### src/rtl/alu_if.sv
// ---------------------------------------------------------------------------
// alu_if : operand/result bundle for the execute-stage ALU.
//   a, b     : 32-bit operands             (master -> slave)
//   ctrl     : 2-bit op select 00 add, 01 sub, 10 AND, 11 OR (master -> slave)
//   res      : 32-bit combinational result (slave -> master)
//   flags    : {N, Z, C, V} combinational  (slave -> master)
//   flags_q  : flags captured on last clk  (slave -> master)
// ---------------------------------------------------------------------------
interface alu_if;
  logic [31:0] a;
  logic [31:0] b;
  logic [1:0]  ctrl;
  logic [31:0] res;
  logic [3:0]  flags;
  logic [3:0]  flags_q;

  modport master (
    output a,
    output b,
    output ctrl,
    input  res,
    input  flags,
    input  flags_q
  );

  modport slave (
    input  a,
    input  b,
    input  ctrl,
    output res,
    output flags,
    output flags_q
  );
endinterface

### src/rtl/alu.sv
// ---------------------------------------------------------------------------
// alu : 32-bit combinational add/sub/AND/OR unit with {N, Z, C, V} flags and
//       a one-cycle flag status register for downstream condition checks.
//   clk   : rising-edge clock, clocks only the flag status register
//   reset : synchronous, active-low; clears flags_q only
//   bus   : alu_if slave port (a, b, ctrl in; res, flags, flags_q out)
// res and flags follow the inputs with no clock dependence, also in reset.
// ---------------------------------------------------------------------------
module alu (
  input  logic  clk,
  input  logic  reset,
  alu_if.slave  bus
);

  // True when every bit of the word is clear.
  function automatic logic is_zero(input logic [31:0] word);
    is_zero = (word == 32'h0000_0000);
  endfunction

  logic [31:0] b_op_s;
  logic [32:0] sum33_s;
  logic [31:0] res_s;
  logic        carry_s;
  logic        ovf_s;
  logic [3:0]  flags_s;
  logic [3:0]  flags_r;

  // One shared 33-bit adder; subtract is a + ~b + 1 with the +1 from ctrl[0].
  always_comb begin
    b_op_s  = bus.ctrl[0] ? ~bus.b : bus.b;
    sum33_s = {1'b0, bus.a} + {1'b0, b_op_s} + {32'h0000_0000, bus.ctrl[0]};
  end

  // Result select; every ctrl code is a defined operation.
  always_comb begin
    res_s = 32'h0000_0000;
    case (bus.ctrl)
      2'b00:   res_s = sum33_s[31:0];
      2'b01:   res_s = sum33_s[31:0];
      2'b10:   res_s = bus.a & bus.b;
      2'b11:   res_s = bus.a | bus.b;
      default: res_s = 32'h0000_0000;
    endcase
  end

  // Carry and signed overflow exist only for arithmetic; logic ops force 0.
  // Overflow: operands (with b's sign inverted for sub) agree in sign but
  // the sum's sign differs from a.
  always_comb begin
    carry_s = 1'b0;
    ovf_s   = 1'b0;
    if (bus.ctrl[1] == 1'b0) begin
      carry_s = sum33_s[32];
      ovf_s   = ~(bus.a[31] ^ bus.b[31] ^ bus.ctrl[0]) & (sum33_s[31] ^ bus.a[31]);
    end else begin
      carry_s = 1'b0;
      ovf_s   = 1'b0;
    end
  end

  // Assemble {N, Z, C, V}.
  always_comb begin
    flags_s = {res_s[31], is_zero(res_s), carry_s, ovf_s};
  end

  // Flag status register: synchronous active-low clear, else capture flags.
  always_ff @(posedge clk) begin
    if (reset == 1'b0) begin
      flags_r <= 4'h0;
    end else begin
      flags_r <= flags_s;
    end
  end

  assign bus.res     = res_s;
  assign bus.flags   = flags_s;
  assign bus.flags_q = flags_r;

endmodule

### src/flat_wrapper.sv
// flat-port wrapper written by rule: the top's interface ports become plain ports
module alu_flat 
  (clk, reset, bus_a, bus_b, bus_ctrl, bus_res, bus_flags, bus_flags_q);
  alu_if bus_i ();
  input  logic clk;
  input  logic reset;
  input wire logic [$bits(bus_i.a)-1:0] bus_a;
  input wire logic [$bits(bus_i.b)-1:0] bus_b;
  input wire logic [$bits(bus_i.ctrl)-1:0] bus_ctrl;
  output wire logic [$bits(bus_i.res)-1:0] bus_res;
  output wire logic [$bits(bus_i.flags)-1:0] bus_flags;
  output wire logic [$bits(bus_i.flags_q)-1:0] bus_flags_q;
  assign bus_i.a = bus_a;
  assign bus_i.b = bus_b;
  assign bus_i.ctrl = bus_ctrl;
  assign bus_res = bus_i.res;
  assign bus_flags = bus_i.flags;
  assign bus_flags_q = bus_i.flags_q;
  alu u_core (.clk(clk), .reset(reset), .bus(bus_i));
endmodule
### config.mk
export PLATFORM = sky130hd
export DESIGN_NAME = alu_flat
export DESIGN_NICKNAME = d
export VERILOG_FILES = /design/src/rtl/alu_if.sv /design/src/rtl/alu.sv /design/src/flat_wrapper.sv
export SDC_FILE = /design/constraint.sdc
export NUM_CORES = 1
export LEC_CHECK = 0
export ABC_CLOCK_PERIOD_IN_PS = 8960
export CAP_MARGIN = 20
export CORE_MARGIN = 2
export CORE_UTILIZATION = 46
export DETAILED_ROUTE_END_ITERATION = 8
export PLACE_DENSITY = 0.79
export SLEW_MARGIN = 15
export SYNTH_ARGS = -nofsm -noshare
export SYNTH_HDL_FRONTEND = slang
export SYNTH_SLANG_ARGS = --single-unit
### constraint.sdc
create_clock -name clk -period 8.96 [get_ports clk]
set_input_delay 1.792 -clock clk [delete_from_list [all_inputs] [get_ports clk]]
set_output_delay 1.792 -clock clk [all_outputs]
set_load 0.05 [all_outputs]
* Word level (Yosys, flattened, before mapping)
Cells that the tools add are included.
** Operators by class
- Equality and inequality tests :: 3
- Reduce and logical (&&, ||, !) cells :: 3
- Mux-type cells :: 4
- Bitwise logic cells :: 8
- $add $sub $neg :: 2
** Operators by type and width (number)
- 32-bit case mux with 3 select lines :: 1
- 32-bit by 32-bit adder with 33-bit output :: 1
- 33-bit by 1-bit adder with 33-bit output :: 1
- 32-bit bitwise AND :: 1
- 32-bit logical NOT :: 1
- 32-bit 2-to-1 mux :: 1
- 32-bit inverter :: 1
- 32-bit bitwise OR :: 1
- 2-bit == test (second input constant) :: 2
- 1-bit bitwise XOR :: 3
- 2-bit by 1-bit == test with 1-bit output (second input constant) :: 1
- 2-bit logical NOT :: 1
- 1-bit 2-to-1 mux :: 2
- 2-bit OR reduction :: 1
- 1-bit bitwise AND :: 1
- 1-bit inverter :: 1
** Storage, ports and cells
- Word-level logic and storage cells :: 21
- Register bits :: 4

* Depth between registers and ports, before layout
- Depth after elaboration :: 7
- Mapped depth :: 18
- Mapped depth without buffers :: 12

* Least setup slack after synthesis
OpenSTA, ideal clock, no wires.
- Path type :: input to output
- From :: input port bus_ctrl[0]
- To :: output port bus_flags[2]
- Stages on the path :: 16
- Setup slack :: -0.251 ns
- Arrival :: 7.419 ns
- Required time :: 7.168 ns
- Path buffers :: 5
- Cell sequence :: clkbuf_1 clkbuf_1 buf_1 buf_1 clkbuf_1 xor2_1 ha_1 and3_2 nand4_1 nand3_1 nand3_1 o311ai_0 or4_4 a2111oi_4 nand4_2 nor4b_2
** Between the ends
- Cells in the longest elaborated chain, start to end :: 5
** Ends and longest elaborated chain
- from (decl) :: line flat_wrapper.sv:9 : input wire logic [$bits(bus_i.ctrl)-1:0] bus_ctrl;
- 32-bit 2-to-1 mux :: line alu.sv:30 : b_op_s = bus.ctrl[0] ? ~bus.b : bus.b;
- 32-bit by 32-bit adder with 33-bit output :: line alu.sv:31 : sum33_s = {1'b0, bus.a} + {1'b0, b_op_s} + {32'h0000_0000, bus.ctrl[0]};
- 33-bit by 1-bit adder with 33-bit output :: line alu.sv:31
- 32-bit case mux with 3 select lines * :: line alu.sv:37 : case (bus.ctrl)
- net bus_res[7] :: line flat_wrapper.sv:10 : output wire logic [$bits(bus_i.res)-1:0] bus_res;
- 32-bit logical NOT * :: line alu.sv:17 : is_zero = (word == 32'h0000_0000);
- to (decl) :: line flat_wrapper.sv:11 : output wire logic [$bits(bus_i.flags)-1:0] bus_flags;
The timed path passes the listed nets; every way through them passes the cells marked *.

* Worst setup path in the final report
- From :: input port bus_ctrl[0]
- To :: output port bus_flags[2]
** Between the ends
- Cells in the longest elaborated chain, start to end :: 5
** Ends and longest elaborated chain (line)
- 32-bit 2-to-1 mux :: alu.sv:30
- 32-bit by 32-bit adder with 33-bit output :: alu.sv:31
- 33-bit by 1-bit adder with 33-bit output :: alu.sv:31
- 32-bit case mux with 3 select lines * :: alu.sv:37
- 32-bit logical NOT * :: alu.sv:17
Every way passes the cells marked *; elsewhere a longest branch is shown, timed or not.

==> flow_summary.ini <==
[timing]
hold_viol_final = 0
min_period_ns = 8.336
fin_setup_tns_ns = 0
tightestPinTransition_ns = 0.7151
post-route-period-util = 0.9303
fmax_mhz = 120.0
finalSetupViolations = 0
timing.final.max_slew_violations = 0
relSlewSlack = 0.5233
rsz0062_at_grt = no

[floorplanning]
rows = 32
die_x_um = 92.03
start_util = 0.4686
dieArea_mm2 = 0.008470
core-area_mm2 = 0.007607
fp.dieH_um = 92.03
io_pins = 108

[run]
maxCapViolCount = 0

[clock_tree]
clockBufferDepth = 2
ctsRootBufferMaster = clkbuf_8
cts_hold_buf = 0
cts_tree = yes
post_cts_buffers = 0
clk_pin_slew_ns = 0.03
cts-buffers-inserted = 3
clock-sinks = 4
cts_resized = 0
htreeDepth = 1

[pwr]
p_sw_frac = 0.5824
p_leak_nw = 1.792
p_per_area_mw_per_mm2 = 130.2
clockPowerShare = 0.063
p_comb_frac = 0.905
ir_drop_uv = 78.51
p_seq_frac = 0.033
p_int_w = 0.0002503
p_sw_w = 0.0003491

[layout]
post-route-util = 0.6054
area_delta_synth_final_pct = 29.20
drive_above_1_share = 0.06759
largest_reg_flops = 4
layout.nets = 683
antenna_cells = 0

[route]
vias = 4095
drt_iter0_markers = 159
routed_via_density = 6.031
drc_errors = 0
drt_wl_total_um = 11620
ant_nets = 0
routedWlPerCell_um = 17.11
dr.pass1.iters = 5

[logic_synthesis]
yosys_warnings = 0
yosysTopAreaCell = ha_1
synth_top_area_share = 0.1229
synth_flop_cell = dfxtp_1
seq_area_frac_synth = 0.02246
ys_seq_elements = 4
yosysMostFrequentCell = nand2_1
syn_area_mm2 = 0.003565
synth_common_cells = 55 x nand2_1, 47 x a21oi_1, 42 x xor2_1
syn_area_per_cell_um2 = 7.201
synthDistinctLibCells = 78
syn_inst = 495
yosys-top-cells-area = ha_1 12%, xor2_1 10%, a21oi_1 6.6%
syn_nets = 599
synth_edf_count = 0
async_flop_share = 0

[grt]
grt_max_degree = 60
grt.total_usage = 0.2659
grt_pass1_wl_um = 18910
grt-ovfl-total = 0
grt_pass1_vias = 4001
antenna_found_initial = 1

[worst_setup_path]
cp.required_ns = 7.17
start_kind = input pin
worstSetupPathType = input pin to primary output
cp_max_fo = 31
slowest_delay_ns = 0.83
crit_chain = buf_2 > buf_4 > xor2_1 > ha_1 > nand4_1 > or3_1 > o21bai_1 > a21boi_0 > o211ai_1 > a2111oi_4 > nand4_2 > nor4b_4 > clkdlybuf4s50_1
slowest_stage = clkdlybuf4s50_1
worst_setup_path_end_kind = primary output
arrival_ns = 6.54

[place]
port_buffers = 107
dp_hpwl_um = 9323
place.gp.congestion = 1.036

[run_status]
status = completed

[min_path]
min_path_type = input pin to flip-flop
==> logic make-up (layout without fill, tap and decap cells) <==
| logic type | after synthesis | count (layout) | share of synthesized area |
|---|---|---|---|
| multiplexers | 4 | 4 | 0.01404 |
| AND/OR/NAND/NOR | 158 | 158 | 0.2292 |
| adder cells (fa/ha/maj) | 53 | 53 | 0.1762 |
| buffers and inverters | 43 | 125 | 0.07547 |
| XOR/XNOR | 53 | 53 | 0.1302 |
| flip-flops | 4 | 4 | 0.02246 |
| AO/OA/AOI/OAI | 180 | 180 | 0.3524 |
==> metrics by stage <==
stage	instances	setup WS, ns	power [W]	area [um2]	hold WS [ns]
floorplan	495	0.03280	0.0004066	3573	1.914
global placement	676	0.7586	0.0005502	4564	2.390
detailed placement	676	0.6194	0.0005552	4564	2.404
CTS	679	0.6102	0.0005968	4606	2.179
global route	679	0.3024	0.0006398	4606	2.189
finish	679	0.6243	0.0005994	4606	2.185
==> power by group through the flow <==
stage	sequential, W	clock [W]	combinational, W
final	0.0000197	0.0000375	0.000542
after floorplan	0.0000241	0	0.000382
after global placement	0.0000197	0	0.000531
after detailed placement	0.0000198	0	0.000535
after global routing	0.0000198	0.0000395	0.000581
after CTS	0.0000197	0.0000382	0.000539
==> area by class of cell <==
cell class	instances	area [um2]
clock buffers	3	41.29
inverters	11	41.29
multi-input cells	448	3224
fillers	730	3002
repair buffers	111	1091
well taps	102	127.6
flip-flops and latches	4	80.08
==> routing by layer <==
layer / GRT usage / share of wire
met3: 0.02629 / 0.056
met1: 0.3325 / 0.43
met2: 0.4896 / 0.49
met4: 0.05970 / 0.024
met5: 0 / 0.0011
==> cell usage in the layout, fill, tap and decap left out, types with 7 or more instances in the layout <==
| master | synthesis | routed |
|---|---|---|
| clkdlybuf4s50_1 | 0 | 105 |
| nand2_1 | 55 | 55 |
| a21oi_1 | 47 | 47 |
| xor2_1 | 42 | 42 |
| o21ai_0 | 38 | 38 |
| ha_1 | 35 | 35 |
| nor2_1 | 30 | 30 |
| maj3_1 | 17 | 17 |
| a21o_1 | 17 | 17 |
| nor3_1 | 12 | 12 |
| inv_1 | 11 | 11 |
| nand4_1 | 11 | 11 |
| xnor2_1 | 11 | 11 |
| a31oi_1 | 9 | 9 |
| nand3_1 | 8 | 8 |
| or3_1 | 7 | 7 |
==> worst max-delay path, delay by kind of cell <==
family / cells / cell delay (ns)
buf+inv: 3 / 1.80
fa+ha+maj: 1 / 0.44
simple gates: 4 / 1.32
xor+xnor: 1 / 0.11
compound gates: 4 / 1.06
==> final timing paths <==
path / from / to / slack, ns / cells after the start
max: bus_ctrl[0] / bus_flags[2] / 0.62 / 13
min: reset / u_core.bus.flags_q[1]$_SDFF_PN0_ / 2.19 / 2
(Power assumes the default switching activity.)
